--- src/rtl/mem_access_stage.sv ---
// mem_access_stage: RV32 memory-access stage with the M->W pipeline register.
// Issues loads/stores over a req/ack handshake to a variable-latency data
// memory, aligns and extends load data, generates store byte enables, and
// holds the pipeline with StallM while an access is outstanding.
// Optional feature: define MEM_TIMEOUT_EN to abort accesses that wait
// TIMEOUT cycles without an ack; the abort sets the sticky bus_err flag.
module mem_access_stage #(
  parameter int unsigned TIMEOUT = 16
) (
  input  logic        clk,
  input  logic        reset,
  input  logic        validM,
  input  logic        RegWriteM,
  input  logic [1:0]  ResultSrcM,
  input  logic        MemWriteM,
  input  logic [2:0]  funct3M,
  input  logic [31:0] ALUResultM,
  input  logic [31:0] WriteDataM,
  input  logic [4:0]  RdM,
  input  logic [31:0] PCPlus4M,
  output logic        StallM,
  output logic        dmem_req,
  output logic        dmem_we,
  output logic [31:0] dmem_addr,
  output logic [3:0]  dmem_be,
  output logic [31:0] dmem_wdata,
  input  logic [31:0] dmem_rdata,
  input  logic        dmem_ack,
  output logic        RegWriteW,
  output logic [1:0]  ResultSrcW,
  output logic [31:0] ALUResultW,
  output logic [31:0] ReadDataW,
  output logic [4:0]  RdW,
  output logic [31:0] PCPlus4W,
  output logic        validW,
  output logic        bus_err
);

  typedef enum logic [0:0] {
    S_IDLE = 1'b0,
    S_WAIT = 1'b1
  } state_t;

  state_t      state_q, state_d;
  logic        memop;
  logic        req;
  logic        stall;
  logic        abort;
  logic [3:0]  be;
  logic [31:0] wdata;
  logic [7:0]  ld_byte;
  logic [15:0] ld_half;
  logic [31:0] ld_data;

  logic        regwrite_w_q;
  logic [1:0]  resultsrc_w_q;
  logic [31:0] aluresult_w_q;
  logic [31:0] readdata_w_q;
  logic [4:0]  rd_w_q;
  logic [31:0] pcplus4_w_q;
  logic        valid_w_q;

`ifdef MEM_TIMEOUT_EN
  localparam int unsigned CW = $clog2(TIMEOUT);
  logic [CW-1:0] cnt_q, cnt_d;
  logic          bus_err_q, bus_err_d;
`else
  logic unused_timeout;
  assign unused_timeout = (TIMEOUT < 2);
`endif

  // Instruction needs the data memory this cycle.
  always_comb memop = validM & (MemWriteM | (ResultSrcM == 2'b01));

  // Handshake FSM: next state, request and stall.
  always_comb begin
    state_d = state_q;
    req     = 1'b0;
    stall   = 1'b0;
    abort   = 1'b0;
    case (state_q)
      S_IDLE: begin
        if (memop) begin
          req = 1'b1;
          if (!dmem_ack) begin
            stall   = 1'b1;
            state_d = S_WAIT;
          end
        end
      end
      S_WAIT: begin
        req = 1'b1;
        if (dmem_ack) begin
          state_d = S_IDLE;
        end else begin
          stall = 1'b1;
`ifdef MEM_TIMEOUT_EN
          if (cnt_q == CW'(TIMEOUT - 1)) begin
            req     = 1'b0;
            stall   = 1'b0;
            abort   = 1'b1;
            state_d = S_IDLE;
          end
`endif
        end
      end
      default: state_d = S_IDLE;
    endcase
    // Outputs must read 0 for the whole reset assertion, even though the
    // M inputs may still present a memory op.
    if (reset) begin
      req   = 1'b0;
      stall = 1'b0;
      abort = 1'b0;
    end
  end

  // FSM state register.
  always_ff @(posedge clk or posedge reset) begin
    if (reset) state_q <= S_IDLE;
    else       state_q <= state_d;
  end

`ifdef MEM_TIMEOUT_EN
  // Wait-cycle counter and sticky timeout flag.
  always_comb begin
    cnt_d     = cnt_q;
    bus_err_d = bus_err_q | abort;
    if (state_q == S_IDLE && state_d == S_WAIT) cnt_d = '0;
    else if (state_q == S_WAIT)                 cnt_d = cnt_q + 1'b1;
  end

  // Timeout counter and flag registers.
  always_ff @(posedge clk or posedge reset) begin
    if (reset) begin
      cnt_q     <= '0;
      bus_err_q <= 1'b0;
    end else begin
      cnt_q     <= cnt_d;
      bus_err_q <= bus_err_d;
    end
  end

  assign bus_err = bus_err_q;
`else
  assign bus_err = 1'b0;
`endif

  // Store byte enables and lane-replicated store data.
  always_comb begin
    be    = 4'b1111;
    wdata = WriteDataM;
    if (MemWriteM) begin
      case (funct3M[1:0])
        2'b00: begin
          be    = 4'b0001 << ALUResultM[1:0];
          wdata = {4{WriteDataM[7:0]}};
        end
        2'b01: begin
          be    = 4'b0011 << {ALUResultM[1], 1'b0};
          wdata = {2{WriteDataM[15:0]}};
        end
        default: ;
      endcase
    end
    if (!req) be = '0;
  end

  // Load lane select and sign/zero extension.
  always_comb begin
    case (ALUResultM[1:0])
      2'b00:   ld_byte = dmem_rdata[7:0];
      2'b01:   ld_byte = dmem_rdata[15:8];
      2'b10:   ld_byte = dmem_rdata[23:16];
      default: ld_byte = dmem_rdata[31:24];
    endcase
    ld_half = ALUResultM[1] ? dmem_rdata[31:16] : dmem_rdata[15:0];
    case (funct3M)
      3'b000:  ld_data = {{24{ld_byte[7]}}, ld_byte};
      3'b100:  ld_data = {24'h0, ld_byte};
      3'b001:  ld_data = {{16{ld_half[15]}}, ld_half};
      3'b101:  ld_data = {16'h0, ld_half};
      default: ld_data = dmem_rdata;
    endcase
  end

  assign StallM     = stall;
  assign dmem_req   = req;
  assign dmem_we    = req & MemWriteM;
  assign dmem_addr  = {ALUResultM[31:2], 2'b00};
  assign dmem_be    = be;
  assign dmem_wdata = wdata;

  // M->W pipeline register: bubble while stalled, else capture M fields.
  always_ff @(posedge clk or posedge reset) begin
    if (reset) begin
      regwrite_w_q  <= 1'b0;
      resultsrc_w_q <= '0;
      aluresult_w_q <= '0;
      readdata_w_q  <= '0;
      rd_w_q        <= '0;
      pcplus4_w_q   <= '0;
      valid_w_q     <= 1'b0;
    end else if (stall) begin
      regwrite_w_q  <= 1'b0;
      valid_w_q     <= 1'b0;
    end else begin
      regwrite_w_q  <= RegWriteM & validM & ~abort;
      resultsrc_w_q <= ResultSrcM;
      aluresult_w_q <= ALUResultM;
      readdata_w_q  <= abort ? '0 : ld_data;
      rd_w_q        <= RdM;
      pcplus4_w_q   <= PCPlus4M;
      valid_w_q     <= validM;
    end
  end

  assign RegWriteW  = regwrite_w_q;
  assign ResultSrcW = resultsrc_w_q;
  assign ALUResultW = aluresult_w_q;
  assign ReadDataW  = readdata_w_q;
  assign RdW        = rd_w_q;
  assign PCPlus4W   = pcplus4_w_q;
  assign validW     = valid_w_q;

endmodule

--- config.mk ---
export PLATFORM = sky130hd
export DESIGN_NAME = mem_access_stage
export DESIGN_NICKNAME = d
export VERILOG_FILES = /design/src/rtl/mem_access_stage.sv
export SDC_FILE = /design/constraint.sdc
export NUM_CORES = 1
export LEC_CHECK = 0
export BUFFER_PORTS_ARGS = -buffer_cell sky130_fd_sc_hd__buf_2
export CAP_MARGIN = 20
export CORE_AREA = 2 2 123 125
export DETAILED_ROUTE_END_ITERATION = 12
export DIE_AREA = 0 0 125 127
export PLACE_DENSITY = 0.78
export SYNTH_ARGS = -nofsm -noshare
export SYNTH_HDL_FRONTEND = slang
export SYNTH_SLANG_ARGS = --single-unit
--- constraint.sdc ---
create_clock -name clk -period 4 [get_ports clk]
set_input_delay 0.2 -clock clk [delete_from_list [all_inputs] [get_ports clk]]
set_output_delay 0.2 -clock clk [all_outputs]
set_load 0.05 [all_outputs]
==> flow_metrics.env, run 1 <==
export IMPL_ant_nets=0
export IMPL_wire_per_inst_um=15.1
export IMPL_relSlewSlack_pct=46.8
export IMPL_syn_area_um2=5300
export IMPL_p_switching_mw=1.26
export IMPL_fp_dieH_um=127
export IMPL_finalMaxSlewViolations=0
export IMPL_cp_max_fo=67
export IMPL_drcViolationCount=0
export IMPL_r2r_slack_ps=1500
export IMPL_finalCritPeriodShare_pct=74.2
export IMPL_numCtsBuffers=9
export IMPL_seq_area_um2=2650
export IMPL_final_cells=1035
export IMPL_tightest_slew_ps=797
export IMPL_cts_htree_levels=3
export IMPL_irDropWorstVdd_v=0.000272
export IMPL_yosys_warnings=0
export IMPL_hpwlAfterDp_mm=11.6
export IMPL_intPower_mw=1.98
export IMPL_synth_simple_area_share_pct=18.8
export IMPL_coreArea_um2=14400
export IMPL_multi_input_area_um2=2050
export IMPL_power_density_nw_per_um2=463
export IMPL_numPortBuffers=317
export IMPL_syn_to_final_growth_pct=31.9
export IMPL_finish_utilization_pct=48.5
export IMPL_routed_via_density=4.83
export IMPL_synth_avg_cell_area_um2=9.00
export IMPL_grt_max_degree=81
export IMPL_synth_compound_area_share_pct=12.7
export IMPL_max_freq_mhz=337
export IMPL_synth_cell_types=34
export IMPL_cts_tree="built"
export IMPL_clock_sinks=106
export IMPL_cts_root_buf="clkbuf_16"
export IMPL_wirelength_mm=15.6
export IMPL_status="finished clean"
export IMPL_power_share_switching_pct=38.9
export IMPL_synth_area_mux_share_pct=6.98
export IMPL_synth_seq_area_share_pct=50.0
export IMPL_synth_top_family_by_area="simple AND/OR/NAND/NOR gates"
export IMPL_yosys_area_share_xor_xnor_pct=0
export IMPL_drt_iter0_drc=356
export IMPL_yosys_area_share_adder_pct=0
export IMPL_finalCriticalPeriod_ps=2970
export IMPL_rows=44
export IMPL_finalHoldViolations=0
export IMPL_syn_inst=589
export IMPL_synth_seq_cells=106
export IMPL_drv_cap=0
export IMPL_rsz0062_at_grt="no"
export IMPL_track_usage_pct=19.1
export IMPL_cp_arrival_ps=2770
export IMPL_p_comb_share_pct=32.3
export IMPL_firstDrtPassIters=5
export IMPL_drive_gt1_share_pct=42.7
export IMPL_tns_ps=0
export IMPL_rr_worst_depth=6
export IMPL_vias=4998
export IMPL_ios=321
export IMPL_final_nets=990
export IMPL_dp_cells=1017
export IMPL_gp_congestion=0.833
export IMPL_p_clk_share_pct=29.9
export IMPL_clock_path_buffers=2
export IMPL_die_area_um2=15900
export IMPL_setup_viol=0
export IMPL_gr_total_overflow=0
export IMPL_dp_slack_ps=1450
export IMPL_p_leak_nw=3.91
export IMPL_cts_setup_buffers=0
export IMPL_antenna_cells=0
export IMPL_fillerInstances=1412
export IMPL_min_path_type="in2reg"
export IMPL_whs_ps=39.9
export IMPL_die_w_um=125
export IMPL_setup_ws_ps=1030
export IMPL_start_kind="input pin"
export IMPL_pwr_share_seq_pct=37.8
export IMPL_crit_type="in2out"
export IMPL_antenna_found_initial=0
export IMPL_clk_insertion_delay_late_ps=340
export IMPL_clock_skew_ps=7.55
export IMPL_start_util_pct=36.8
export IMPL_whs_path_depth=2
export IMPL_critPathRequiredTime_ps=3800
export IMPL_path_clk_slew_ps=70
export IMPL_grt_pass1_wl_mm=24.4
export IMPL_worstSetupEndpointType="output port"
export IMPL_grt_pass1_vias=4734
[cells in the mapped netlist (all sizes together)]
cell / n / share of area, %
dfrtp: 106 / 50
o22a: 24 / 4.0
inv: 24 / 1.7
nor2: 14 / 1.0
and2: 2 / 0.24
buf: 71 / 9.3
o21ai: 13 / 1.3
a222oi: 6 / 1.1
a211o: 1 / 0.33
nor2b: 2 / 0.24
nand2b: 3 / 0.35
a221oi: 1 / 0.17
conb: 1 / 0.071
a31oi: 2 / 0.24
o21bai: 1 / 0.14
mux2: 22 / 4.7
a21oi: 28 / 2.6
o31a: 1 / 0.17
mux2i: 10 / 1.9
a22o: 16 / 2.6
nor3: 3 / 0.28
nand2: 227 / 16
and3: 3 / 0.35
mux4: 1 / 0.42
clkbuf: 7 / 0.50
[worst max-delay path, stage by stage]
cell and delay, ps:
dlygate4sd3_1 530, buf_2 150, o21bai_1 170, a211o_4 560, inv_2 710, buf_2 400
[what timing repair did]
| action | CTS | global route |
|---|---|---|
| resized for setup | 0 | 0 |
| hold buffers | 0 | 1 |
| endpoints found under the hold margin | 0 | 13 |
[metal layers]
| layer | GRT usage, % | vias up | share of wire, % |
|---|---|---|---|
| li1 | - | 2402 | - |
| met5 | 0 | - | 0 |
| met2 | 31.6 | 211 | 49 |
| met1 | 23.9 | 2365 | 42 |
| met4 | 7.32 | 0 | 1.9 |
| met3 | 5.36 | 20 | 7.4 |
[path summary, 6_finish.rpt]
| kind | start | end |
|---|---|---|
| worst max-delay path | reset | StallM |
| worst min-delay path | dmem_ack | state_q$_DFF_PP0_ |
| worst max register to register | state_q$_DFF_PP0_ | PCPlus4W[12]$_DFFE_PP0N_ |
| worst min register to register | ALUResultW[15]$_DFFE_PP0N_ | ALUResultW[15]$_DFFE_PP0N_ |
| max in group asynchronous | reset | ReadDataW[28]$_DFFE_PP0N_ |
| min in group asynchronous | reset | state_q$_DFF_PP0_ |
[per-stage QoR]
step / cell area [um2] / power [mW]
after detailed placement: 6640 / 2.29
after global placement: 6640 / 2.28
after floorplan: 5310 / 2.04
after CTS: 6960 / 3.27
final: 7000 / 3.24
after global routing: 7000 / 3.39
[placed cells by master (no fill, tap or decap), drive strengths merged]
master / n
clkbuf: 9
o21ai: 13
nand2b: 3
mux2i: 10
mux2: 22
a21oi: 28
buf: 321
a222oi: 6
o31a: 1
nor3: 3
conb: 3
mux4: 1
dfrtp: 106
clkinvlp: 2
clkinv: 1
and2: 2
nor2b: 2
and3: 3
a221oi: 1
o21bai: 1
inv: 26
nor2: 14
a22o: 16
a31oi: 2
bufinv: 2
a211o: 1
nand2: 227
dlygate4sd3: 1
o22a: 24
[registers in the layout, indices dropped and copies added (netlist names)]
signal	cells
ResultSrcW	2
ReadDataW	32
ALUResultW	32
PCPlus4W	32
validW	1
RegWriteW	1
RdW	5
state_q	1
[final cells by class]
| class | instances | share of cell area [%] |
|---|---|---|
| Inverter | 24 | 1.32 |
| Timing Repair Buffer | 322 | 23.5 |
| Clock buffer | 9 | 3.22 |
| Sequential cell | 106 | 37.9 |
| Multi-Input combinational cell | 383 | 29.3 |
| Clock inverter | 7 | 1.43 |
| Tap cell | 184 | 3.29 |
[power by group through the flow]
| stage | Clock, mW | Sequential, mW | Combinational [mW] |
|---|---|---|---|
| 2_1_floorplan | 0 | 1.61 | 0.427 |
| 3_3_place_gp | 0 | 1.24 | 1.04 |
| 3_5_place_dp | 0 | 1.25 | 1.05 |
| 4_1_cts | 0.993 | 1.23 | 1.05 |
| 5_1_grt | 1.04 | 1.24 | 1.11 |
| 6_report | 0.969 | 1.23 | 1.05 |
[cell families (layout without fill, tap and decap cells)]
family | Yosys count | in the layout
flops | 106 | 106
simple gates | 254 | 254
compound gates | 93 | 93
buf+inv | 102 | 362
mux | 33 | 33
other cells | 1 | 3
(Power assumes the default switching activity.)
==> inputs of run 2 (changes only) <==
--- a/config.mk
+++ b/config.mk
@@ -7,10 +7,10 @@
 export LEC_CHECK = 0
 export BUFFER_PORTS_ARGS = -buffer_cell sky130_fd_sc_hd__buf_2
 export CAP_MARGIN = 20
-export CORE_AREA = 2 2 123 125
+export CORE_AREA = 2 2 126 128
 export DETAILED_ROUTE_END_ITERATION = 12
-export DIE_AREA = 0 0 125 127
-export PLACE_DENSITY = 0.78
+export DIE_AREA = 0 0 128 130
+export PLACE_DENSITY = 0.77
 export SYNTH_ARGS = -nofsm -noshare
 export SYNTH_HDL_FRONTEND = slang
 export SYNTH_SLANG_ARGS = --single-unit
==> constraint.sdc (replaced) <==
create_clock -name clk -period 2.43 [get_ports clk]
set_input_delay 0.1215 -clock clk [delete_from_list [all_inputs] [get_ports clk]]
set_output_delay 0.1215 -clock clk [all_outputs]
set_load 0.05 [all_outputs]
==> flow_metrics.env, run 2 (synthesis results as in run 1) <==
export IMPL_numPortBuffers=317
export IMPL_clock_sinks=106
export IMPL_p_leak_nw=4.18
export IMPL_grt_pass1_vias=5035
export IMPL_cts_setup_buffers=0
export IMPL_wire_per_inst_um=15.3
export IMPL_gp_congestion=0.826
export IMPL_drt_iter0_drc=280
export IMPL_cp_max_fo=14
export IMPL_finalHoldViolations=2
export IMPL_rr_worst_depth=5
export IMPL_drive_gt1_share_pct=40.1
export IMPL_multi_input_area_um2=2050
export IMPL_layout_common_cells="buf_2, nand2_1, dfrtp_1, dlygate4sd3_1, a21oi_1"
export IMPL_final_nets=1060
export IMPL_min_path_type="in2async"
export IMPL_setup_viol=0
export IMPL_drv_cap=0
export IMPL_power_density_nw_per_um2=687
export IMPL_whs_ps=-7.97
export IMPL_cp_arrival_ps=1960
export IMPL_clk_insertion_delay_late_ps=350
export IMPL_die_area_um2=16600
export IMPL_start_kind="input pin"
export IMPL_status="complete, but fails checks"
export IMPL_ios=321
export IMPL_coreArea_um2=15400
export IMPL_irDropWorstVdd_v=0.000361
export IMPL_die_w_um=128
export IMPL_tightest_slew_ps=738
export IMPL_clock_path_buffers=2
export IMPL_crit_type="in2out"
export IMPL_tns_ps=0
export IMPL_cts_tree="built"
export IMPL_cts_htree_levels=3
export IMPL_track_usage_pct=19.4
export IMPL_ant_nets=0
export IMPL_finalMaxSlewViolations=0
export IMPL_critPathRequiredTime_ps=2310
export IMPL_max_freq_mhz=480
export IMPL_routed_via_density=4.76
export IMPL_fp_dieH_um=130
export IMPL_grt_pass1_wl_mm=25.6
export IMPL_final_common_cell="buf_2"
export IMPL_rows=46
export IMPL_drcViolationCount=0
export IMPL_timing_rr_end="ReadDataW[13]$_DFFE_PP0N_"
export IMPL_numCtsBuffers=9
export IMPL_place_area_um2=6710
export IMPL_seq_area_um2=2650
export IMPL_gr_total_overflow=0
export IMPL_hpwlAfterDp_mm=11.9
export IMPL_vias=5294
export IMPL_grt_max_degree=55
export IMPL_finalCriticalPeriod_ps=2080
export IMPL_rsz0062_at_grt="no"
export IMPL_fillerInstances=1413
export IMPL_worstSetupEndpointType="output port"
export IMPL_firstDrtPassIters=6
export IMPL_finalPower_mw=5.25
export IMPL_r2r_slack_ps=620
export IMPL_violations="hold timing"
export IMPL_finalCritPeriodShare_pct=85.8
export IMPL_cts_root_buf="clkbuf_16"
export IMPL_antenna_found_initial=0
export IMPL_antenna_cells=0
export IMPL_timing_rr_start="state_q$_DFF_PP0_"
export IMPL_wirelength_mm=17.0
export IMPL_start_util_pct=34.4
export IMPL_path_clk_slew_ps=70
export IMPL_fin_area_um2=7650
export IMPL_clock_skew_ps=7.47
export IMPL_relSlewSlack_pct=50.4
export IMPL_syn_to_final_growth_pct=44.2
==> run 2: cell type report <==
type	count	share of cell area, %
sequential	106	34.7
timing repair buffer	392	30.4
clock inverter	7	0.818
multi-input combinational	383	26.8
clock buffer	9	2.94
tap	192	3.14
inverter	24	1.23
==> run 2: power by group <==
group,switching [mW],internal (mW),leakage [nW]
registers,0.0884,1.93,1.25
logic,1.33,0.490,2.79
clock network,0.701,0.712,0.135
total,2.12,3.13,4.18
==> run 2: timing repair <==
action / CTS / global route
endpoints found under the setup margin: 0 / 0
hold endpoints to repair: 65 / 0
resized for setup: 0 / 0
hold buffers: 65 / 0
==> run 2: per-layer routing <==
layer / share of wire (%) / track usage [%] / vias to the layer above
met5: 0 / 0 / -
met4: 1.5 / 6.33 / 0
met3: 7.5 / 6.07 / 20
met2: 50 / 33.1 / 216
met1: 41 / 23.6 / 2521
li1: - / - / 2537
==> run 2: through the flow <==
stage	instances	hold slack (ps)	setup WS [ps]	utilization [%]
finish	1113	-7.97	346	49.6
floorplan	591	185	577	-
global placement	1032	318	591	43.5
global route	1113	28.0	273	49.6
CTS	1113	0.906	315	49.6
detailed placement	1032	314	530	43.5
==> run 2: critical path, stage by stage <==
cell	delay (ps)
dlygate4sd3_1	540
buf_2	130
nand2b_1	190
a211o_4	360
inv_2	280
buf_2	330
==> run 2: worst max-delay path by stage <==
stage / startpoint / end / slack (ps) / cells past startpoint
final: ResultSrcM[1] / StallM / 350 / 6
after global routing: ResultSrcM[1] / StallM / 270 / 6
after CTS: ResultSrcM[1] / StallM / 320 / 6
after detailed placement: ALUResultM[1] / ReadDataW[6]$_DFFE_PP0N_ / 530 / 5
after global placement: ALUResultM[1] / ReadDataW[2]$_DFFE_PP0N_ / 590 / 5
after floorplan: MemWriteM / dmem_wdata[30] / 580 / 4
==> inputs of run 3 (changes only) <==
--- a/config.mk
+++ b/config.mk
@@ -10,6 +10,7 @@
 export CORE_AREA = 2 2 126 128
 export DETAILED_ROUTE_END_ITERATION = 12
 export DIE_AREA = 0 0 128 130
+export GPL_TIMING_DRIVEN = 0
 export PLACE_DENSITY = 0.77
 export SYNTH_ARGS = -nofsm -noshare
 export SYNTH_HDL_FRONTEND = slang
==> flow_metrics.env, run 3 (synthesis results as in run 1) <==
export IMPL_rows=46
export IMPL_routed_via_density=4.76
export IMPL_status="finished clean"
export IMPL_timing_rr_end="ReadDataW[3]$_DFFE_PP0N_"
export IMPL_max_freq_mhz=480
export IMPL_crit_path_start="ResultSrcM[1]"
export IMPL_intPower_mw=3.29
export IMPL_irDropWorstVdd_v=0.000309
export IMPL_grt_pass1_wl_mm=28.2
export IMPL_finalHoldViolations=0
export IMPL_timing_rr_start="state_q$_DFF_PP0_"
export IMPL_clk_insertion_delay_late_ps=350
export IMPL_gp_congestion=0.874
export IMPL_p_switching_mw=2.12
export IMPL_final_nets=1127
export IMPL_crit_top_cell="buf_2"
export IMPL_relSlewSlack_pct=41.1
export IMPL_grt_max_degree=40
export IMPL_pwr_share_seq_pct=37.3
export IMPL_layout_common_cells="buf_2, nand2_1, dfrtp_1, dlygate4sd3_1, buf_4"
export IMPL_wirelength_mm=18.5
export IMPL_p_comb_share_pct=35.3
export IMPL_ant_nets=0
export IMPL_antenna_cells=0
export IMPL_track_usage_pct=21.6
export IMPL_numCtsBuffers=9
export IMPL_firstDrtPassIters=6
export IMPL_final_common_cell="buf_2"
export IMPL_finalPower_mw=5.41
export IMPL_power_share_switching_pct=39.2
export IMPL_gr_total_overflow=0
export IMPL_rr_worst_depth=6
export IMPL_cp_arrival_ps=1960
export IMPL_clock_skew_ps=6.23
export IMPL_cpMaxStageDelayCell="dlygate4sd3_1"
export IMPL_cp_max_fo=10
export IMPL_die_w_um=128
export IMPL_fillerInstances=1383
export IMPL_rsz0062_at_grt="no"
export IMPL_grt_pass1_vias=5410
export IMPL_fp_dieH_um=130
export IMPL_power_density_nw_per_um2=667
export IMPL_syn_to_final_growth_pct=53.0
export IMPL_tightest_slew_ps=881
export IMPL_crit_end="StallM"
export IMPL_wire_per_inst_um=15.7
export IMPL_worstSetupEndpointType="output port"
export IMPL_cts_resized=0
export IMPL_slowest_delay_ps=540
export IMPL_clock_sinks=106
export IMPL_drcViolationCount=0
export IMPL_multi_input_area_um2=2050
export IMPL_antenna_found_initial=0
export IMPL_finalMaxSlewViolations=0
export IMPL_drive_gt1_share_pct=43.2
export IMPL_drt_iter0_drc=301
export IMPL_p_leak_nw=4.46
export IMPL_cts_root_buf="clkbuf_16"
export IMPL_clock_path_buffers=2
export IMPL_finalCriticalPeriod_ps=2080
export IMPL_crit_chain="dlygate4sd3_1 -> buf_2 -> nand2b_1 -> a211o_4 -> inv_2 -> buf_2 -> buf_2"
export IMPL_crit_type="in2out"
export IMPL_ios=321
export IMPL_start_util_pct=34.4
export IMPL_finalCritPeriodShare_pct=85.8
export IMPL_coreArea_um2=15400
export IMPL_cts_htree_levels=3
export IMPL_vias=5611
export IMPL_r2r_slack_ps=770
export IMPL_drv_cap=0
export IMPL_cts_tree="built"
export IMPL_critPathRequiredTime_ps=2310
export IMPL_start_kind="input pin"
export IMPL_tns_ps=0
export IMPL_p_clk_share_pct=27.3
export IMPL_min_path_type="in2reg"
export IMPL_path_clk_slew_ps=70
export IMPL_die_area_um2=16600
export IMPL_numPortBuffers=315
export IMPL_setup_viol=0
export IMPL_seq_area_um2=2650
export IMPL_hpwlAfterDp_mm=13.6
==> run 3: changes by cell type in the layout (fill, tap and decap cells not counted), sizes merged <==
| cell | previous run | this run |
|---|---|---|
| bufinv | 0 | 1 |
| dlygate4sd3 | 65 | 64 |
| clkbuf | 9 | 17 |
| clkinvlp | 3 | 4 |
| clkinv | 3 | 0 |
| buf | 327 | 388 |
==> run 3: final cells by class <==
type	instances	area share [%]
Sequential cell	106	32.7
Timing Repair Buffer	381	27.8
Multi-Input combinational cell	383	25.3
Buffer	78	6.38
Tap cell	192	2.96
Clock buffer	10	2.82
Inverter	24	1.16
Clock inverter	6	0.894
==> run 3: timing repair <==
action | 4_1_cts | 5_1_grt
hold buffers | 64 | 0
buffers inserted | 0 | 0
hold endpoints to repair | 97 | 0
==> run 3: worst max-delay path, delay by kind of cell <==
| family | cells | cell delay, ps |
|---|---|---|
| buffers and inverters | 5 | 1260 |
| AO/OA/AOI/OAI | 1 | 390 |
| AND/OR/NAND/NOR | 1 | 190 |
==> run 3: worst min path at each step <==
stage	cells after the start	startpoint	slack [ps]	to
floorplan	1	dmem_ack	180	state_q$_DFF_PP0_
finish	3	ResultSrcM[0]	10	ResultSrcW[0]$_DFFE_PP0N_
CTS	3	ALUResultM[17]	3	ALUResultW[17]$_DFFE_PP0N_
global route	3	ALUResultM[9]	20	ALUResultW[9]$_DFFE_PP0N_
global placement	2	dmem_ack	320	state_q$_DFF_PP0_
detailed placement	2	dmem_ack	310	state_q$_DFF_PP0_
==> run 3: power by group through the flow <==
stage | Combinational (mW) | Clock (mW) | Sequential, mW
floorplan | 0.704 | 0 | 2.65
global placement | 1.80 | 0 | 2.05
detailed placement | 1.82 | 0 | 2.05
CTS | 1.91 | 1.53 | 2.02
global route | 2.02 | 1.60 | 2.04
finish | 1.91 | 1.48 | 2.02
==> run 3: metal layers <==
layer	vias up	routed length [um]	GRT usage, %	share of wire [%]
li1	2683	-	-	-
met1	2614	7560	26.7	41
met2	274	9160	37.8	49
met3	40	1310	4.35	7.1
met4	0	480	7.95	2.6
met5	-	0	0	0
==> run 3: through the flow <==
stage / util, % / instances / hold WS [ps] / setup slack (ps) / instance area [um2]
finish: 52.6 / 1180 / 13.6 / 345 / 8110
global route: 52.6 / 1180 / 18.5 / 254 / 8110
CTS: 52.6 / 1180 / 2.64 / 316 / 8110
detailed placement: 46.5 / 1100 / 311 / 688 / 7170
global placement: 46.2 / 1098 / 315 / 239 / 7130
floorplan: - / 591 / 185 / 577 / 5320
